===== config.mk =====
export PLATFORM = sky130hd
export DESIGN_NAME = wb_commit
export DESIGN_NICKNAME = d
export VERILOG_FILES = /design/src/rtl/wb_commit_pkg.sv /design/src/rtl/cp0_timer.sv /design/src/rtl/wb_commit.sv
export SDC_FILE = /design/constraint.sdc
export NUM_CORES = 1
export LEC_CHECK = 0
export BUFFER_PORTS_ARGS = -buffer_cell sky130_fd_sc_hd__buf_2
export CAP_MARGIN = 20
export CELL_PAD_IN_SITES_DETAIL_PLACEMENT = 1
export CELL_PAD_IN_SITES_GLOBAL_PLACEMENT = 1
export CORE_MARGIN = 2
export CORE_UTILIZATION = 40
export CTS_BUF_LIST = sky130_fd_sc_hd__clkbuf_4 sky130_fd_sc_hd__clkbuf_8
export CTS_CLUSTER_SIZE = 10
export DETAILED_ROUTE_END_ITERATION = 10
export PLACE_DENSITY_LB_ADDON = 0.1
export SYNTH_ARGS = -nofsm -noshare
export SYNTH_HDL_FRONTEND = slang
export SYNTH_HIERARCHICAL = 1
export SYNTH_SLANG_ARGS = --single-unit

===== constraint.sdc =====
create_clock -name clk -period 3.8 [get_ports clk]
set_input_delay 1.14 -clock clk [delete_from_list [all_inputs] [get_ports clk]]
set_output_delay 1.14 -clock clk [all_outputs]
set_load 0.02 [all_outputs]

===== src/rtl/wb_commit_pkg.sv =====
// Shared constants for the writeback commit slice: control polarities and the
// CP0 timer register addresses.
package wb_commit_pkg;

  localparam logic RST_ENABLE   = 1'b1;
  localparam logic WRITE_ENABLE = 1'b1;

  localparam logic [4:0] CP0_COUNT   = 5'd9;
  localparam logic [4:0] CP0_COMPARE = 5'd11;

  // True when a CP0 write request targets the given register address.
  function automatic logic cp0_write_hits(input logic we, input logic [4:0] waddr,
                                          input logic [4:0] addr);
    return (we == WRITE_ENABLE) && (waddr == addr);
  endfunction

endpackage


===== src/rtl/cp0_timer.sv =====
// CP0 timer subset: prescaler, Count (reg 9), Compare (reg 11) and the sticky
// level timer interrupt.
module cp0_timer
  import wb_commit_pkg::*;
#(
  parameter int DATA_W    = 32,
  parameter int COUNT_DIV = 1
) (
  input  logic              clk,
  input  logic              rst,
  input  logic              cp0_we,
  input  logic [4:0]        cp0_waddr,
  input  logic [DATA_W-1:0] cp0_wdata,
  output logic [DATA_W-1:0] count,
  output logic [DATA_W-1:0] compare,
  output logic              timer_int
);

  localparam logic [7:0]        PRESC_LAST = 8'(COUNT_DIV - 1);
  localparam logic [DATA_W-1:0] ONE        = DATA_W'(1);

  logic [7:0] presc;
  logic       tick;
  logic       count_wr;
  logic       compare_wr;

  assign tick       = (presc == PRESC_LAST);
  assign count_wr   = cp0_write_hits(cp0_we, cp0_waddr, CP0_COUNT);
  assign compare_wr = cp0_write_hits(cp0_we, cp0_waddr, CP0_COMPARE);

  // NOTE: sequential state uses non-blocking assignments so every register
  // samples the pre-edge values of the others, independent of statement order.
  always_ff @(posedge clk) begin
    if (rst == RST_ENABLE) begin
      presc     <= '0;
      count     <= '0;
      compare   <= '0;
      timer_int <= 1'b0;
    end else begin
      // A Count write restarts the prescaler so the next tick is a full period away.
      if (count_wr || tick) presc <= '0;
      else                  presc <= presc + 8'd1;

      if (count_wr)  count <= cp0_wdata;
      else if (tick) count <= count + ONE;

      if (compare_wr) compare <= cp0_wdata;

      if (compare_wr)
        timer_int <= 1'b0;
      else if ((compare != '0) && (count == compare))
        timer_int <= 1'b1;
    end
  end

endmodule


===== src/rtl/wb_commit.sv =====
// Writeback commit: architectural HI/LO and LLbit, CP0 timer, and the forwarded
// LLbit / CP0 read paths toward EX/MEM.
module wb_commit
  import wb_commit_pkg::*;
#(
  parameter int DATA_W    = 32,
  parameter int COUNT_DIV = 1
) (
  input  logic              clk,
  input  logic              rst,
  input  logic              wb_whilo,
  input  logic [DATA_W-1:0] wb_hi,
  input  logic [DATA_W-1:0] wb_lo,
  input  logic              wb_llbit_we,
  input  logic              wb_llbit_value,
  input  logic              wb_cp0_reg_we,
  input  logic [4:0]        wb_cp0_waddr,
  input  logic [DATA_W-1:0] wb_cp0_wdata,
  input  logic              flush,
  input  logic [4:0]        cp0_raddr,
  output logic [DATA_W-1:0] hi_o,
  output logic [DATA_W-1:0] lo_o,
  output logic              llbit_o,
  output logic [DATA_W-1:0] cp0_rdata,
  output logic              timer_int_o
);

  logic              llbit_q;
  logic [DATA_W-1:0] count;
  logic [DATA_W-1:0] compare;

  cp0_timer #(
    .DATA_W   (DATA_W),
    .COUNT_DIV(COUNT_DIV)
  ) u_cp0_timer (
    .clk      (clk),
    .rst      (rst),
    .cp0_we   (wb_cp0_reg_we),
    .cp0_waddr(wb_cp0_waddr),
    .cp0_wdata(wb_cp0_wdata),
    .count    (count),
    .compare  (compare),
    .timer_int(timer_int_o)
  );

  always_ff @(posedge clk) begin
    if (rst == RST_ENABLE) begin
      hi_o    <= '0;
      lo_o    <= '0;
      llbit_q <= 1'b0;
    end else begin
      if (wb_whilo == WRITE_ENABLE) begin
        hi_o <= wb_hi;
        lo_o <= wb_lo;
      end
      // A flush kills any in-flight LL/SC reservation, even one being written now.
      if (flush)                               llbit_q <= 1'b0;
      else if (wb_llbit_we == WRITE_ENABLE)    llbit_q <= wb_llbit_value;
    end
  end

  // NOTE: each always_comb output gets a default first so no path through the
  // if/else chain leaves it unassigned, which would infer a latch.
  always_comb begin
    llbit_o = llbit_q;
    if (flush)                            llbit_o = 1'b0;
    else if (wb_llbit_we == WRITE_ENABLE) llbit_o = wb_llbit_value;
  end

  always_comb begin
    cp0_rdata = '0;
    if (cp0_write_hits(wb_cp0_reg_we, wb_cp0_waddr, cp0_raddr))
      cp0_rdata = wb_cp0_wdata;
    else if (cp0_raddr == CP0_COUNT)
      cp0_rdata = count;
    else if (cp0_raddr == CP0_COMPARE)
      cp0_rdata = compare;
  end

endmodule

==> results of run 1 <==
state kept, by name (all words and copies together), names as in the netlist:
register / count
u_cp0_timer/timer_int: 1
u_cp0_timer/presc: 8
llbit_q: 1
u_cp0_timer/count: 32
hi_o: 32
u_cp0_timer/compare: 32
lo_o: 32
routing by layer:
metal | share of wire, % | GRT usage, %
met5 | 0 | 0
met4 | 1.8 | 7.35
met3 | 5.3 | 4.44
met2 | 48 | 40.6
met1 | 45 | 29.4
cells in the mapped netlist, types with 2 or more instances:
master and count:
dfxtp_1 138, nor2_1 137, mux2i_1 97, nand2_1 75
xnor2_1 43, clkbuf_1 37, a21oi_1 32, mux2_4 30
xor2_1 30, a211oi_1 27, nand4_1 25, nand3_1 21
and3_1 12, nor4_1 12, buf_2 11, nor3_1 7
inv_1 5, o21ai_0 4, and2_1 3, and4_1 3
buf_12 3, ha_1 3, a311oi_1 2, buf_6 2
mux2_1 2, nor3_2 2, nor4_2 2
power breakdown:
part           internal (mW)  total, mW  switching [mW]  leakage (nW)
clock                  0.494       1.15           0.658         0.179
combinational          0.169      0.400           0.231          2.49
sequential              1.50       1.53          0.0377          1.13
total                   2.16       3.09           0.926          3.80
cell families (layout without fill, tap and decap cells):
logic type | after synthesis | count (layout)
xor gates and xnor gates | 73 | 73
and+or+nand+nor | 309 | 309
adders and majority gates | 3 | 3
DFF | 138 | 138
muxes | 129 | 129
AOI/OAI and AO/OA | 66 | 66
buffers and inverters | 58 | 257
worst max-delay path by stage:
stage                       from       endpoint  cells past startpoint
finish              cp0_raddr[3]   cp0_rdata[2]                      7
global route        cp0_raddr[3]   cp0_rdata[2]                      7
CTS                 cp0_raddr[3]  cp0_rdata[22]                      7
detailed placement  cp0_raddr[3]  cp0_rdata[22]                      7
global placement    cp0_raddr[3]  cp0_rdata[31]                      7
floorplan           cp0_raddr[1]   cp0_rdata[0]                      7
worst reg2reg max path: cells and delay by family (launching register included):
kind	cells	cell delay [ns]
AO/OA/AOI/OAI	1	0.27
XOR/XNOR	1	0.19
adder cells (fa/ha/maj)	1	0.23
buffers and inverters	1	0.07
flip-flops	1	0.49
AND/OR/NAND/NOR	2	1.07
repair_timing:
| action | 4_1_cts | 5_1_grt |
|---|---|---|
| pin swaps | 0 | 1 |
| hold endpoints to repair | 0 | 0 |
| endpoints found under the setup margin | 32 | 32 |
| gates cloned | 0 | 1 |
| resized for setup | 10 | 23 |
layout make-up:
type	instances	area, µm²
fillers	2093	8520
clock buffers	18	248
flip-flops and latches	138	2760
inverters	5	18.8
repair buffers	220	1310
clock inverters	14	125
multi-input cells	580	3970
well taps	225	282
==> qor.csv, run 1 <==
metric,value,unit
insertion_delay,0.46,ns
hold_viol,0,
synth_xor_area_share,9.12,%
hold_class,reg2reg,
drc,0,
syn_area_per_cell,9.03,µm²
antenna_cells,0,
min_from,hi_o[17],
ys_ff_latch,138,
crit_family,simple AND/OR/NAND/NOR gates,
max_cap_violations,0,
die_area,18600,µm²
holdPathEnd,hi_o[17],
status,"complete, but fails checks",
first_pass_iters,5,
die_w,136,µm
synth_edf_count,0,
rsz0062_at_grt,true,
worstPathCellList,"buf_6, xor2_1, nor4_2, and3_4, clkbuf_16, mux2_4, buf_2",
io_buffers,210,
whs_path_depth,2,
r2r_setup_slack,1.39,ns
relSlewSlack,34.7,%
cts_max_path_buffers,2,
whs,0.493,ns
mostFrequentLayoutCell,buf_2,
skew,0.0151,ns
tightest_slew,0.971,ns
nNetsFinal,1078,
syn_inst,776,
yosys_warnings,6,
grt_max_degree,77,
path_class,in2out,
area_growth,24.3,%
r2r_end,u_cp0_timer/count[20],
start_util,40.7,%
cts_setup_buffers,0,
layout_common_cells,"buf_2, dfxtp_1, nor2_1",
p_per_area,354,nW/µm²
setup_viol,32,
io_pins,211,
ys_seq_area_share,39.4,%
synth_compound_area_share,5.80,%
synth_top_family_by_area,multiplexers,
grt_first_pass_wirelength,34000,µm
rr_worst_depth,6,
period_needed,3.87,ns
place_congestion,0.844,
cts-root-buf,clkbuf_8,
cts_max_level,4,
period_share,102,%
routed_wirelength,22300,µm
drive_gt1_share,30.1,%
ys.flop_type,dfxtp_1,
cp_max_fo,11,
synth-async-reset-ratio,0,%
route.vias.total,6273,
yosysTopAreaCell,dfxtp_1,
grt_usage,23.4,%
dpl_cell_area,8200,µm²
cts.sinks,138,
worstPathRequired,2.66,ns
synth_top_area_share,39.4,%
fin_cells,1200,
synth.area.top_cells,"dfxtp_1, mux2i_1, nor2_1, mux2_4, xnor2_1",
synth-simple-area-share,20.3,%
crit_path_start_kind,input pin,
syn_area,7010,µm²
gr-total-overflow,0,
clock.fmax,0.259,GHz
dr.first_iter.drc_count,260,
tns,-1.09,ns
design_area,8720,µm²
r2r_start,u_cp0_timer/count[0],
synth_nets,892,
final_util,50.6,%
cts.reportedPaths.clkPinSlew,0.09,ns
ys_types,38,
cts_hold_buffers,0,
avgViaCountPerCell,5.23,
crit_slowest_cell,nor4_2,
dpl.hpwl,16100,µm
endpoint_kind,output port,
place_ws,-0.0557,ns
synth_mux_area_share,20.6,%
slew_viol_final,0,
rows,48,
wl_per_cell,18.6,µm
cts_tree,done,
setup_slack,-0.0663,ns
cpPeakStageDelay,0.31,ns
synthAdderAreaFrac,0.535,%
cp_num_buf_inv,3,
antenna_found_initial,0,
die_y,136,µm
core,17200,µm²
leakagePower,3.80,nW
cts_buffers,17,
p_total,3.09,mW
grt_pass1_vias,6521,
violations,setup timing,
drtAntennaViolNets,0,
critical_path_arrival,2.73,ns
vdd_ir_drop_max,0.000184,V
dpl.cell_count,1167,
Power figures use the tool's default switching activity.
==> run 2, diff against run 1 <==
--- a/config.mk
+++ b/config.mk
@@ -5,12 +5,13 @@
 export SDC_FILE = /design/constraint.sdc
 export NUM_CORES = 1
 export LEC_CHECK = 0
+export ABC_AREA = 1
 export BUFFER_PORTS_ARGS = -buffer_cell sky130_fd_sc_hd__buf_2
 export CAP_MARGIN = 20
 export CELL_PAD_IN_SITES_DETAIL_PLACEMENT = 1
 export CELL_PAD_IN_SITES_GLOBAL_PLACEMENT = 1
 export CORE_MARGIN = 2
-export CORE_UTILIZATION = 40
+export CORE_UTILIZATION = 37
 export CTS_BUF_LIST = sky130_fd_sc_hd__clkbuf_4 sky130_fd_sc_hd__clkbuf_8
 export CTS_CLUSTER_SIZE = 10
 export DETAILED_ROUTE_END_ITERATION = 10
==> qor.csv, run 2 <==
metric,value,unit
routed_wirelength,28300,µm
area_growth,21.0,%
nNetsFinal,1526,
rows,52,
skew,0.0207,ns
yosys_warnings,6,
vdd_ir_drop_max,0.000195,V
hold_class,reg2reg,
path_class,in2out,
cpPeakStageDelay,0.34,ns
grt_pass1_vias,8606,
first_pass_iters,5,
synth_top_area_share,35.9,%
drtAntennaViolNets,0,
synth_mux_area_share,0,%
synth_compound_area_share,11.9,%
place_congestion,0.867,
cts_buffers,17,
ys.flop_type,dfxtp_1,
grt_max_degree,92,
relSlewSlack,32.3,%
cts_hold_buffers,0,
route.vias.total,8521,
worstPathCellList,"buf_2, inv_1, nand2_1, nand2_1, nor2_2, buf_4, nand4_1, nand2_1, buf_2",
p_per_area,336,nW/µm²
cp_max_fo,23,
syn_area_per_cell,6.28,µm²
wl_per_cell,16.7,µm
design_area,9310,µm²
critical_path_arrival,2.35,ns
synth_edf_count,0,
synth_nets,1341,
p_int,2.12,mW
cts.sinks,138,
synthAdderAreaFrac,0.488,%
synth.area.top_cells,"dfxtp_1, nand2_1, a21oi_1, nor2_1, inv_1",
cts_max_path_buffers,2,
die_w,148,µm
swShare,32.0,%
die_y,148,µm
synth_top_family_by_area,simple AND/OR/NAND/NOR gates,
mostFrequentLayoutCell,nand2_1,
die_area,22000,µm²
cts_resized,0,
synth_most_common_cell,nand2_1,
setup_viol,0,
crit_path_start_kind,input pin,
antenna_found_initial,1,
status,"finished, final reports clean",
clkPwrFrac,37.4,%
drive_gt1_share,22.0,%
antenna_cells,0,
drc,0,
synth_xor_area_share,3.53,%
crit_slowest_cell,buf_4,
cts_tree,done,
slew_viol_final,0,
ys_ff_latch,138,
clock.fmax,0.286,GHz
dr.first_iter.drc_count,364,
cts.reportedPaths.clkPinSlew,0.09,ns
rsz0062_at_grt,false,
ys_types,39,
io_pins,211,
tns,0,ns
cts-root-buf,clkbuf_8,
grt_usage,25.7,%
cpMostUsedCell,nand2_1,
endpoint_kind,output port,
synth_common_cells,"nand2_1, dfxtp_1, a21oi_1",
start_util,37.9,%
avgViaCountPerCell,5.03,
worstPathRequired,2.66,ns
layout_common_cells,"nand2_1, buf_2, dfxtp_1",
dpl.hpwl,20400,µm
cts_max_level,4,
syn_inst,1225,
io_buffers,210,
leakagePower,4.46,nW
tightest_slew,1.02,ns
gr-total-overflow,0,
grt_first_pass_wirelength,44900,µm
ys_seq_area_share,35.9,%
comb_power_share,13.8,%
seqPwrFrac,48.9,%
yosysTopAreaCell,dfxtp_1,
synth-simple-area-share,39.5,%
hold_viol,0,
synth-async-reset-ratio,0,%
period_needed,3.49,ns
core,20300,µm²
max_cap_violations,0,
p_sw,1.00,mW
insertion_delay,0.48,ns
period_share,92.0,%
cts_setup_buffers,0,
dpl_cell_area,8940,µm²
syn_area,7700,µm²
run 2: critical path, delay by kind of cell:
kind	cells	cell delay [ns]
buffers and inverters	4	0.65
AND/OR/NAND/NOR	5	0.55
run 2: worst paths after layout:
path / start / end / slack (ns) / cells after the start
worst max register to register: u_cp0_timer/presc[0] / u_cp0_timer/presc[3] / 1.66 / 9
worst max-delay path: wb_cp0_waddr[4] / cp0_rdata[11] / 0.31 / 9
worst min-delay path: u_cp0_timer/timer_int / u_cp0_timer/timer_int / 0.45 / 2
worst min register to register: u_cp0_timer/timer_int / u_cp0_timer/timer_int / 0.45 / 2
run 2: cell families (layout without fill, tap and decap cells):
family,count (synthesis),count (layout)
flip-flops,138,138
adder cells (fa/ha/maj),3,3
buffers and inverters,160,358
AND/OR/NAND/NOR,715,715
AO/OA/AOI/OAI,178,178
XOR/XNOR,31,31
run 2: layer usage:
layer / track usage, % / wire length (µm)
met2: 45.6 / 14100
met4: 5.38 / 276
met5: 0 / 7
met1: 32.2 / 12900
met3: 5.52 / 1080
run 2: cell type report:
type | instances | area (µm²)
multi-input combinational | 927 | 4270
clock inverter | 14 | 124
tap | 270 | 338
inverter | 99 | 372
sequential | 138 | 2760
fill | 2848 | 11000
timing repair buffer | 227 | 1200
clock buffer | 18 | 241
run 2: power by group through the flow:
stage               Clock (mW)  Combinational (mW)  Sequential [mW]
detailed placement           0               0.432             1.56
global placement             0               0.426             1.56
floorplan                    0               0.193             1.60
CTS                       1.20               0.434             1.53
finish                    1.17               0.430             1.53
global route              1.27               0.474             1.53
run 2: metrics by stage:
step | util (%) | hold slack (ns) | power [mW] | setup WS (ns) | std cells
detailed placement | 44.1 | 0.442 | 1.99 | 0.292 | 1661
CTS | 45.9 | 0.455 | 3.16 | 0.294 | 1693
global placement | 44.1 | 0.435 | 1.98 | 0.324 | 1661
finish | 45.9 | 0.454 | 3.12 | 0.305 | 1693
floorplan | - | 0.430 | 1.80 | 0.696 | 1225
global route | 45.9 | 0.485 | 3.27 | 0.158 | 1693
==> run 3, diff against run 2 <==
--- a/config.mk
+++ b/config.mk
@@ -15,6 +15,7 @@
 export CTS_BUF_LIST = sky130_fd_sc_hd__clkbuf_4 sky130_fd_sc_hd__clkbuf_8
 export CTS_CLUSTER_SIZE = 10
 export DETAILED_ROUTE_END_ITERATION = 10
+export GPL_TIMING_DRIVEN = 0
 export PLACE_DENSITY_LB_ADDON = 0.1
 export SYNTH_ARGS = -nofsm -noshare
 export SYNTH_HDL_FRONTEND = slang
==> constraint.sdc (replaced) <==
create_clock -name clk -period 3.6 [get_ports clk]
set_input_delay 0.36 -clock clk [delete_from_list [all_inputs] [get_ports clk]]
set_output_delay 0.36 -clock clk [all_outputs]
set_load 0.02 [all_outputs]
==> qor.csv, run 3 (synthesis gave the netlist of run 2 again) <==
metric,value,unit
cts_resized,0,
r2r_end,u_cp0_timer/count[20],
crit_slowest_cell,nor2_1,
cts_max_path_buffers,2,
dr.max_layer_used,met4,
antenna_cells,0,
die_y,148,µm
tns,0,ns
skew,0.0148,ns
setup.worst_path.start,cp0_raddr[2],
worstPathCellList,"buf_2, inv_2, nand2_1, nor2_1, buf_2, nand3_1, nand2_1, nand2_1, nand2_1, buf_2",
holdPathEnd,llbit_q,
route.met3.wl,1510,µm
start_util,37.9,%
rows,52,
cts_setup_buffers,0,
die_w,148,µm
cts_max_level,4,
cts-root-buf,clkbuf_8,
mostFrequentLayoutCell,nand2_1,
drc,0,
dpl.hpwl,22900,µm
dr.first_iter.drc_count,454,
avgViaCountPerCell,5.09,
routed_wirelength,30200,µm
cpPeakStageDelay,0.35,ns
io_pins,211,
path_class,in2out,
cts_buffers,17,
wl_per_cell,17.4,µm
met1Wirelength,13600,µm
cpMostUsedCell,nand2_1,
core,20300,µm²
p_total,3.49,mW
endpoint_kind,output port,
grt_first_pass_wirelength,47800,µm
place_congestion,0.880,
rr_worst_depth,10,
r2r_start,u_cp0_timer/count[1],
grt_max_degree,17,
fin_cells,1736,
p_per_area,367,nW/µm²
cp_num_buf_inv,4,
crit_family,simple AND/OR/NAND/NOR gates,
cts.sinks,138,
period_needed,2.24,ns
rsz0062_at_grt,false,
insertion_delay,0.46,ns
leakagePower,4.58,nW
cp_max_fo,10,
met2_length,14700,µm
status,"finished, final reports clean",
antenna_found_initial,1,
cts.reportedPaths.clkPinSlew,0.09,ns
crit_path_start_kind,input pin,
route.vias.total,8832,
max_cap_violations,0,
relSlewSlack,47.5,%
vdd_ir_drop_max,0.000216,V
grt_usage,27.5,%
setup_viol,0,
min_from,flush,
cts_hold_buffers,0,
drtAntennaViolNets,0,
slew_viol_final,0,
first_pass_iters,5,
area_growth,23.5,%
clock.fmax,0.447,GHz
period_share,62.1,%
gr-total-overflow,0,
cts_tree,done,
tightest_slew,0.788,ns
dpl.cell_count,1704,
whs_path_depth,2,
critical_path_arrival,1.88,ns
nNetsFinal,1569,
r2r_setup_slack,1.69,ns
hold_class,in2reg,
drive_gt1_share,22.4,%
hold_viol,0,
layout_common_cells,"nand2_1, buf_2, dfxtp_1",
die_area,22000,µm²
worstPathRequired,3.24,ns
grt_pass1_vias,8976,
io_buffers,209,
run 3: per-layer routing:
metal	up-vias	global-route usage, %
met5	-	0
met4	0	6.38
met3	31	5.21
met1	4245	35.6
met2	209	47.6
li1	4347	-
run 3: worst max path at each step:
stage	endpoint	depth (start not counted)
floorplan	cp0_rdata[0]	8
global placement	cp0_rdata[20]	10
detailed placement	cp0_rdata[20]	10
CTS	cp0_rdata[20]	10
global route	cp0_rdata[20]	10
finish	cp0_rdata[20]	10
run 3: through the flow:
stage | util [%] | instance area [µm²] | worst slack [ns] | hold WS (ns)
6_report | 46.8 | 9510 | 1.36 | 0.0783
3_3_place_gp | 44.7 | 9080 | 1.36 | 0.445
4_1_cts | 46.8 | 9510 | 1.35 | 0.0574
5_1_grt | 46.8 | 9510 | 1.19 | 0.0550
2_1_floorplan | - | 7700 | 2.06 | 0.430
3_5_place_dp | 44.7 | 9080 | 1.36 | 0.451
run 3: layout make-up:
type                    instances  area [µm²]
multi-input cells             927        4270
plain buffers                  61         295
flip-flops and latches        138        2760
repair buffers                209        1050
inverters                      99         372
fillers                      2871       10800
well taps                     270         338
clock inverters                14         184
clock buffers                  18         241
run 3: report_power, final:
part           switching, mW  internal (mW)  leakage [nW]
clock                  0.704          0.709         0.214
sequential            0.0356           1.58          1.13
combinational          0.310          0.155          3.24
total                   1.05           2.44          4.58
